<file path="config.mk">
export PLATFORM = sky130hd
export DESIGN_NAME = mem_access
export DESIGN_NICKNAME = d
export VERILOG_FILES = /design/src/rtl/mem_access_pkg.sv /design/src/rtl/mem_access_load_align.sv /design/src/rtl/mem_access.sv
export SDC_FILE = /design/constraint.sdc
export NUM_CORES = 1
export LEC_CHECK = 0
export CORE_ASPECT_RATIO = 1.25
export CORE_MARGIN = 2
export CORE_UTILIZATION = 39
export DETAILED_ROUTE_END_ITERATION = 7
export PLACE_DENSITY_LB_ADDON = 0.1
export SLEW_MARGIN = 20
export SYNTH_ARGS = -nofsm -noshare
export SYNTH_HDL_FRONTEND = slang
export SYNTH_SLANG_ARGS = --single-unit
</file>
<file path="constraint.sdc">
create_clock -name CLK -period 4.1 [get_ports CLK]
set_input_delay 1.23 -clock CLK [delete_from_list [all_inputs] [get_ports CLK]]
set_output_delay 1.23 -clock CLK [all_outputs]
set_load 0.005 [all_outputs]
</file>
<file path="src/rtl/mem_access_pkg.sv">
// mem_access_pkg: opcode constants, FSM state and access-size encodings for the memory-access stage.
//   op_size(): maps a load/store opcode to its access width.
package mem_access_pkg;
   localparam logic [5:0] OP_RTYPE   = 6'h00;
   localparam logic [5:0] OP_JAL     = 6'h03;
   localparam logic [5:0] OP_LB      = 6'h20;
   localparam logic [5:0] OP_LH      = 6'h21;
   localparam logic [5:0] OP_LW      = 6'h23;
   localparam logic [5:0] OP_LBU     = 6'h24;
   localparam logic [5:0] OP_LHU     = 6'h25;
   localparam logic [5:0] OP_SB      = 6'h28;
   localparam logic [5:0] OP_SH      = 6'h29;
   localparam logic [5:0] OP_SW      = 6'h2B;
   localparam logic [5:0] FUNCT_JALR = 6'h09;

   typedef enum logic [1:0] {IDLE = 2'd0, BUSY = 2'd1, DONE = 2'd2} state_t;
   typedef enum logic [1:0] {SZ_B = 2'd0, SZ_H = 2'd1, SZ_W = 2'd2} size_t;

   function automatic size_t op_size(input logic [5:0] op);
      return (op == OP_LB || op == OP_LBU || op == OP_SB) ? SZ_B :
             (op == OP_LH || op == OP_LHU || op == OP_SH) ? SZ_H : SZ_W;
   endfunction
endpackage

</file>
<file path="src/rtl/mem_access_load_align.sv">
// load_align: extracts the addressed byte/half/word from a read word and sign- or zero-extends it.
//   rdata in 32 read word, off in 2 byte offset, size in access width,
//   sgn in 1 sign-extend when high, val out 32 extended result.
module load_align
   import mem_access_pkg::*;
(
   input  logic [31:0] rdata,
   input  logic [1:0]  off,
   input  size_t       size,
   input  logic        sgn,
   output logic [31:0] val
);
   logic [7:0]  b;
   logic [15:0] h;
   always_comb begin
      b   = rdata[{off, 3'b000} +: 8];
      h   = off[1] ? rdata[31:16] : rdata[15:0];
      val = size == SZ_B ? {{24{sgn & b[7]}}, b} :
            size == SZ_H ? {{16{sgn & h[15]}}, h} : rdata;
   end
endmodule

</file>
<file path="src/rtl/mem_access.sv">
// mem_access: MIPS memory-access stage driving a req/ack data bus and producing write-back data.
//   CLK/RST clock and async active-low reset; Ins/Adr/Wdata/nextPC from EX;
//   Rdata write-back value; Stall holds fetch and register write; Misalign/BusErr error pulses;
//   mem_req/mem_we/mem_addr/mem_be/mem_wdata registered bus request; mem_rdata/mem_ack bus response.
module mem_access
   import mem_access_pkg::*;
#(
   parameter int TIMEOUT = 16,
   parameter int TO_W    = 5
) (
   input  logic        CLK,
   input  logic        RST,
   input  logic [31:0] Ins,
   input  logic [31:0] Adr,
   input  logic [31:0] Wdata,
   input  logic [31:0] nextPC,
   output logic [31:0] Rdata,
   output logic        Stall,
   output logic        Misalign,
   output logic        BusErr,
   output logic        mem_req,
   output logic        mem_we,
   output logic [31:0] mem_addr,
   output logic [3:0]  mem_be,
   output logic [31:0] mem_wdata,
   input  logic [31:0] mem_rdata,
   input  logic        mem_ack
);
   localparam logic [TO_W-1:0] TO_LAST = TO_W'(TIMEOUT - 1);

   state_t          state, state_n;
   size_t           sz, sz_q;
   logic [5:0]      op;
   logic            is_ld, is_st, is_mem, is_link, mis;
   logic [3:0]      be;
   logic [31:0]     wd, rdata_q, ld_val;
   logic [1:0]      off_q;
   logic            sgn_q, ld_q, buserr_q;
   logic [TO_W-1:0] cnt;
   logic            unused_ins;

   assign op         = Ins[31:26];
   assign unused_ins = ^Ins[25:6];
   assign is_ld      = op inside {OP_LB, OP_LH, OP_LW, OP_LBU, OP_LHU};
   assign is_st      = op inside {OP_SB, OP_SH, OP_SW};
   assign is_mem     = is_ld | is_st;
   assign is_link    = op == OP_JAL || (op == OP_RTYPE && Ins[5:0] == FUNCT_JALR);
   assign sz         = op_size(op);
   assign mis        = (sz == SZ_W && Adr[1:0] != 2'b00) || (sz == SZ_H && Adr[0]);
   assign be         = sz == SZ_B ? 4'b0001 << Adr[1:0] :
                       sz == SZ_H ? (Adr[1] ? 4'b1100 : 4'b0011) : 4'b1111;
   assign wd         = sz == SZ_B ? {4{Wdata[7:0]}} : sz == SZ_H ? {2{Wdata[15:0]}} : Wdata;
   assign BusErr     = buserr_q;

   load_align u_align (
      .rdata(rdata_q),
      .off  (off_q),
      .size (sz_q),
      .sgn  (sgn_q),
      .val  (ld_val)
   );

   always_comb begin
      state_n  = state;
      Stall    = 1'b0;
      Misalign = 1'b0;
      Rdata    = Adr;
      case (state)
         IDLE: begin
            if (is_mem && mis) begin
               Misalign = RST;
               Rdata    = 32'd0;
            end else if (is_mem) begin
               Stall   = 1'b1;
               state_n = BUSY;
            end else
               Rdata = is_link ? nextPC : Adr;
         end
         BUSY: begin
            Stall   = 1'b1;
            state_n = (mem_ack || cnt == TO_LAST) ? DONE : BUSY;
         end
         DONE: begin
            Rdata   = ld_q ? ld_val : Adr;
            state_n = IDLE;
         end
         default: state_n = IDLE;
      endcase
   end

   always_ff @(posedge CLK or negedge RST) begin
      if (!RST) begin
         state     <= IDLE;
         mem_req   <= 1'b0;
         mem_we    <= 1'b0;
         mem_addr  <= 32'd0;
         mem_be    <= 4'd0;
         mem_wdata <= 32'd0;
         rdata_q   <= 32'd0;
         cnt       <= '0;
         buserr_q  <= 1'b0;
         sz_q      <= SZ_W;
         off_q     <= 2'd0;
         sgn_q     <= 1'b0;
         ld_q      <= 1'b0;
      end else begin
         state    <= state_n;
         buserr_q <= state == BUSY && !mem_ack && cnt == TO_LAST;
         if (state == IDLE && is_mem && !mis) begin
            mem_req   <= 1'b1;
            mem_we    <= is_st;
            mem_addr  <= {Adr[31:2], 2'b00};
            mem_be    <= be;
            mem_wdata <= wd;
            sz_q      <= sz;
            off_q     <= Adr[1:0];
            sgn_q     <= op == OP_LB || op == OP_LH;
            ld_q      <= is_ld;
            cnt       <= '0;
         end else if (state == BUSY && mem_ack) begin
            mem_req <= 1'b0;
            rdata_q <= mem_rdata;
         end else if (state == BUSY && cnt == TO_LAST) begin
            mem_req <= 1'b0;
            rdata_q <= 32'd0;
         end else if (state == BUSY)
            cnt <= cnt + 1'b1;
      end
   end
endmodule

</file>
[Word level (Yosys, flattened, before mapping)]
Index checks and enable logic that the tools add are counted.
Cells by class
  bitwise logic cells: 4
  muxes and demuxes: 33
  shift-type cells: 2
  reductions and logical operators: 33
  equality and inequality tests: 20
  add/sub/neg operators: 1
Operators with widths (count)
  $mux W32: 10
  $pmux W32 S2: 1
  $eq A6 B6 Y1 const B: 8
  $shiftx A32 B6 Y8: 1
  $mux W5: 4
  $mux W16: 1
  $mux W4: 3
  $logic_and A1 B1 Y1: 10
  $mux W2: 5
  $logic_or A1 B1 Y1: 8
  $ne A2 B2 Y1 const B: 4
  $mux W1: 7
  $eq A2 B1 Y1 const B: 3
  $eq A6 B2 Y1 const B: 1
  $eq A6 B4 Y1 const B: 1
  $logic_not A2 Y1: 3
  $logic_not A6 Y1: 1
  $reduce_bool A2 Y1: 3
  $reduce_bool A3 Y1: 2
  $add A5 B1 Y5 const B: 1
  $eq A5 B4 Y1 const B: 1
  $reduce_bool A5 Y1: 1
  $eq A2 B2 Y1 const B: 2
  $pmux W2 S2: 1
  other kinds (8): 11
Word-level totals
  output and inout bits: 105
  flip-flop bits (word level): 114

[Logic depth before layout (Yosys ltp)]
  word-level depth: 12
  gate-level depth with buffers: 8
  depth with buffers taken out: 7

[Cells and area by module]
A second synthesis with hierarchy kept.
Second synthesis, totals
  cell total of the unflattened synthesis: 791
  area, all modules: 7830.0 um2
Modules (own cells, without submodules)
  mem_access: area an instance 6890.4 um2, instances 1, sequential area each 2854.0 um2, cells an instance 656
  load_align: area an instance 939.7 um2, instances 1, sequential area each 0.0 um2, cells an instance 135

[Worst setup path before layout]
OpenSTA, ideal clock, no wires.
  kind: in2out
  start point: input port Ins[26]
  end point: output port Rdata[13]
  arrival: 2.804 ns
  setup slack: 0.066 ns
  data required time: 2.870 ns
  stages: 5
  path buffers: 1
  cell sequence: or4b_1 o31a_4 or3_1 buf_2 o221a_1
Between the ends
  cells in the longest elaborated chain, start to end: 11
  elaborated cells on any way between the ends: 31
  classes of those cells: eq/ne: 11; mux: 6; bitwise: 1; reduce/logical: 13
RTL lines
  start, declared: line mem_access.sv:13  | input logic [31:0] Ins,
  $eq A6 B6 Y1: line mem_access_pkg.sv:21, mem_access.sv:44
  $logic_or A1 B1 Y1 (2 in a row): line mem_access_pkg.sv:21  | (op == OP_LH || op == OP_LHU || op == OP_SH) ? SZ_H : SZ_W;
  $mux W2: line mem_access_pkg.sv:21
  $mux W2: line mem_access_pkg.sv:20  | return (op == OP_LB || op == OP_LBU || op == OP_SB) ? SZ_B :
  $eq A2 B2 Y1 / $eq A2 B1 Y1 (equally long branches): line mem_access.sv:49  | assign mis = (sz == SZ_W && Adr[1:0] != 2'b00) || (sz == SZ_H && Adr[0]);
  $logic_and A1 B1 Y1: line mem_access.sv:49
  $logic_or A1 B1 Y1: line mem_access.sv:49
  $logic_and A1 B1 Y1: line mem_access.sv:70  | if (is_mem && mis) begin
  $mux W32 (*): line mem_access.sv:70
  $pmux W32 S2 (*): line mem_access.sv:68  | case (state)
  end, declared: line mem_access.sv:17  | output logic [31:0] Rdata,
Mark *: on every way between the ends. The rest lies on a longest branch, timed or not.

[Final worst setup path]
  start point: input port Ins[5]
  end point: output port Rdata[1]
Between the ends
  cells in the longest elaborated chain, start to end: 7
RTL lines
  $eq A6 B4 Y1: line mem_access.sv:47  | assign is_link = op == OP_JAL || (op == OP_RTYPE && Ins[5:0] == FUNCT_JALR);
  $logic_and A1 B1 Y1: line mem_access.sv:47
  $logic_or A1 B1 Y1: line mem_access.sv:47
  $mux W32: line mem_access.sv:77  | Rdata = is_link ? nextPC : Adr;
  $mux W32: line mem_access.sv:73  | end else if (is_mem) begin
  $mux W32: line mem_access.sv:70
  $pmux W32 S2: line mem_access.sv:68
Every way passes these cells.

==> results.md <==
| Step | Item | This run |
|---|---|---|
| floorplanning | Core outline area | 15600 um2 |
| detailed routing | M1 wire length | 9.12 mm |
| placed design | Post-placement cell count | 1121 |
| sta | Worst clock skew | 0.00769 ns |
| floorplanning | Top Ports | 268 |
| worst setup path | Depth of the worst register-to-register path | 6 |
| detailed routing | Number of DRC violations after detailed-routing iteration 0 | 488 |
| yosys | Commonest cells post-synth | sky130_fd_sc_hd__dfrtp_1 (113), sky130_fd_sc_hd__nand2_1 (96), sky130_fd_sc_hd__o21ai_0 (73), sky130_fd_sc_hd__clkbuf_1 (37), sky130_fd_sc_hd__nor2_1 (36) |
| sta | Headroom to the max-slew limit | 42.0% |
| grt | Tot GR Track Use | 27.6% |
| power and ir drop | Leakage dissipation | 0.00449 uW |
| final layout | Net count of the finished layout | 1119 |
| sta | Setup ws final | -0.316 ns |
| detailed routing | WL final | 23.7 mm |
| sta | Highest clock frequency the design can meet | 226 MHz |
| yosys | Number of synthesized flops with an enable pin | 0 |
| detailed routing | Met3 wirelength from detailed routing | 1.64 mm |
| sta | Worst-Margin Slew | 0.869 ns |
| grt | Pin count of the biggest net entering global routing | 91 |
| grt | Vias in the first global route | 6771 |
| clock network | Clock insertion delay at the later pin of the skew report | 0.42 ns |
| floorplanning | Row count | 51 |
| floorplanning | Die Height | 146 um |
| sta | Hold violation count in the final report | 0 |
| placed design | Post-placement cell area | 9120 um2 |
| yosys | Mean cell area of the mapped netlist | 9.36 um2 |
| worst setup path | Crit path launch type | primary input |
| worst setup path | CP required | 2.87 ns |
| grt | Initial antenna violation count | 1 |
| worst setup path | Reg-to-reg critical path startpoint | state[1] |
| yosys | Cell types with the largest area share after synthesis | sky130_fd_sc_hd__dfrtp_1 (45%), sky130_fd_sc_hd__o21ai_0 (5.8%), sky130_fd_sc_hd__nand2_1 (5.7%) |
| worst setup path | Critical Path End Type | output port |
| final layout | Share of layout cells above drive strength 1 | 24.6% |
| detailed routing | Sum of met2 wire segment lengths after detailed routing | 12.0 mm |
| run | Number of max-cap violations | 0 |
| grt | Congestion Overflow GR | 0 |
| power and ir drop | Post-layout power | 4850 uW |
| worst setup path | Reg-to-Reg End | mem_addr[14] |
| yosys | Fraction of registers with async set/reset | 100% |
| clock network | Longest Clk Path Bufs | 2 |
| power and ir drop | Worst vdd rail ir drop | 0.261 mV |
| yosys | Cell count after synthesis | 670 |
| yosys | Number of library cell types mapped by synthesis | 57 |
| yosys | Number of storage elements in the synthesis netlist | 114 |
| sta | Period Utilization, post-route | 108% |
| yosys | Synth Cell Area | 6270 um2 |
| final layout | Final design instance area without fill | 10100 um2 |
| sta | Final setup violation count | 32 |
| floorplanning | DIE WIDTH | 117 um |
| power and ir drop | Power per unit of standard cell area | 478 nW/um2 |
| yosys | Yosys top cell area share | 45.1% |
| sta | Unrepaired setup endpoints after global routing | yes |
| worst setup path | Setup slack on the worst flop-to-flop path | 1.21 ns |
| clock network | Clk pin slew, worst setup/hold paths | 0.06 ns |
| final layout | Fraction of the core area covered by cells at the end of the flow | 64.9% |
| floorplanning | Die area | 17100 um2 |
| detailed routing | Vias after detailed routing | 6582 |
| worst setup path | Critical Setup Path Class | primary input to output port |
| placed design | Total half-perimeter wirelength after legalization and detailed placement | 17.0 mm |
| final layout | Count of non-filler cells in the finished layout | 1180 |
| run status | Violated checks | negative setup slack |
| yosys | Part of the Yosys area used for sequential elements | 45.5% |
| detailed routing | Via density per instance | 5.58 |
| worst setup path | Crit. Startpoint | Ins[5] |
| clock network | Clock sink count | 114 |
| detailed routing | 1st-pass router iterations | 5 |
| detailed routing | Residual DRC | 0 |
| floorplanning | Initial Utilization | 40.1% |
| yosys | Leading cell type by number of instances after synthesis | sky130_fd_sc_hd__dfrtp_1 |
| sta | Final slew viol count | 0 |
| worst setup path | Critical path fanouts, max | 4 |
| detailed routing | Highest routing layer actually used | met4 |
| clock network | H-tree depth | 4 |
| placed design | Number of buffers inserted by port buffering | 245 |
| clock network | TritonCTS clock tree | built |
| sta | Clock period minus worst slack | 4.42 ns |
| final layout | Layout area overhead | 61.7% |
| detailed routing | DRT antenna net count | 0 |
| worst hold path | Hold/Removal Path Class | flip-flop to flip-flop |
| run status | Outcome | complete, but fails checks |
| clock network | Total clock buffers created by CTS | 17 |
| yosys | Most common flop cell mapped by yosys | sky130_fd_sc_hd__dfrtp_1 |
| placed design | GPL Wtd Cong | 0.837 |
| clock network | Clock tree root driver cell | sky130_fd_sc_hd__clkbuf_16 |
| yosys | Yosys warnings | 0 |
| worst setup path | Last element of the critical path | Rdata[1] |
| worst setup path | Data arrival time at the worst-slack endpoint | 3.19 ns |
| grt | Wire length of the first global-routing pass | 37.3 mm |
| yosys | Largest area contributor in the synthesized netlist | sky130_fd_sc_hd__dfrtp_1 |
| detailed routing | Routed length per instance | 20.1 um |
## repair_timing
| action | in CTS | in global routing |
|---|---|---|
| gates cloned | 1 | 0 |
| resized for setup | 223 | 46 |
| endpoints found under the setup margin | 34 | 33 |
| pin swaps | 27 | 18 |
| hold buffers | 0 | 0 |
| setup buffers | 25 | 5 |
## cell usage in the layout, fill, tap and decap left out, types with 9 or more instances in the layout
cell type / instances
sky130_fd_sc_hd__nand2_1: 87
sky130_fd_sc_hd__o21ai_1: 11
sky130_fd_sc_hd__o21ai_0: 59
sky130_fd_sc_hd__dfrtp_1: 113
sky130_fd_sc_hd__inv_1: 23
sky130_fd_sc_hd__nor3_1: 9
sky130_fd_sc_hd__nand3_1: 11
sky130_fd_sc_hd__buf_2: 31
sky130_fd_sc_hd__mux2_2: 31
sky130_fd_sc_hd__clkbuf_16: 17
sky130_fd_sc_hd__a22o_1: 24
sky130_fd_sc_hd__clkdlybuf4s50_1: 198
sky130_fd_sc_hd__o22ai_1: 19
sky130_fd_sc_hd__a21oi_1: 26
sky130_fd_sc_hd__buf_4: 44
sky130_fd_sc_hd__mux2i_1: 28
sky130_fd_sc_hd__buf_6: 27
sky130_fd_sc_hd__a221oi_1: 9
sky130_fd_sc_hd__nor2_1: 28
## layout make-up
cell class	count	area [um2]
fillers	1283	5490
inverters	24	90.1
diodes	1	2.50
clock inverters	12	155
multi-input cells	482	3380
repair buffers	315	2930
well taps	212	265
clock buffers	20	467
flip-flops and latches	114	2850
## critical path, stage by stage
cell and delay (ns):
sky130_fd_sc_hd__buf_6 0.09, sky130_fd_sc_hd__or4b_4 0.54, sky130_fd_sc_hd__o31a_4 0.35, sky130_fd_sc_hd__buf_12 0.14, sky130_fd_sc_hd__nor3_4 0.14, sky130_fd_sc_hd__buf_6 0.14, sky130_fd_sc_hd__buf_6 0.11, sky130_fd_sc_hd__buf_6 0.10
sky130_fd_sc_hd__buf_6 0.09, sky130_fd_sc_hd__a32oi_1 0.05, sky130_fd_sc_hd__nand2_1 0.09, sky130_fd_sc_hd__buf_2 0.12
## cell families after synthesis
group                    synth area share [%]
flip-flops                               45.5
adder cells (fa/ha/maj)                 0.399
XOR/XNOR                                0.279
multiplexers                             11.8
other                                  0.0598
AO/OA/AOI/OAI                            21.4
buffers and inverters                    4.89
AND/OR/NAND/NOR                          15.6
## power by group
part           switching [uW]  internal, uW  total [uW]
combinational             637           906        1540
clock                     561          1000        1560
sequential                281          1460        1740
total                    1480          3370        4850
## registers in the layout, indices dropped and copies added (netlist names), 2 cells and up
| register | flops |
|---|---|
| cnt | 5 |
| mem_addr | 30 |
| mem_be | 4 |
| mem_wdata | 32 |
| off_q | 2 |
| rdata_q | 32 |
| state | 2 |
| sz_q | 2 |
## stage by stage
step,hold slack (ns),TNS [ns],worst slack [ns]
3_3_place_gp,0.461,-30.42,-0.974
5_1_grt,0.507,-9.11,-0.389
6_report,0.476,-7.50,-0.316
3_5_place_dp,0.470,-32.22,-1.03
4_1_cts,0.482,-10.76,-0.433
2_1_floorplan,0.471,0,0.0657
## how the worst min path moves through the flow
stage	startpoint	to	slack [ns]	depth (start not counted)
6_report	mem_be[1]	mem_be[1]	0.48	1
5_1_grt	mem_addr[25]	mem_addr[25]	0.51	2
4_1_cts	mem_be[1]	mem_be[1]	0.48	1
3_5_place_dp	mem_be[1]	mem_be[1]	0.47	1
3_3_place_gp	mem_wdata[29]	mem_wdata[29]	0.46	2
2_1_floorplan	mem_req	mem_req	0.47	2
## metal layers
| layer | vias to the layer above | GRT usage, % |
|---|---|---|
| li1 | 3002 | - |
| met1 | 3216 | 31.6 |
| met2 | 290 | 47.9 |
| met3 | 74 | 7.84 |
| met4 | 0 | 12.5 |
| met5 | - | 0 |
Note: power is estimated with default switching activity, not from simulation.
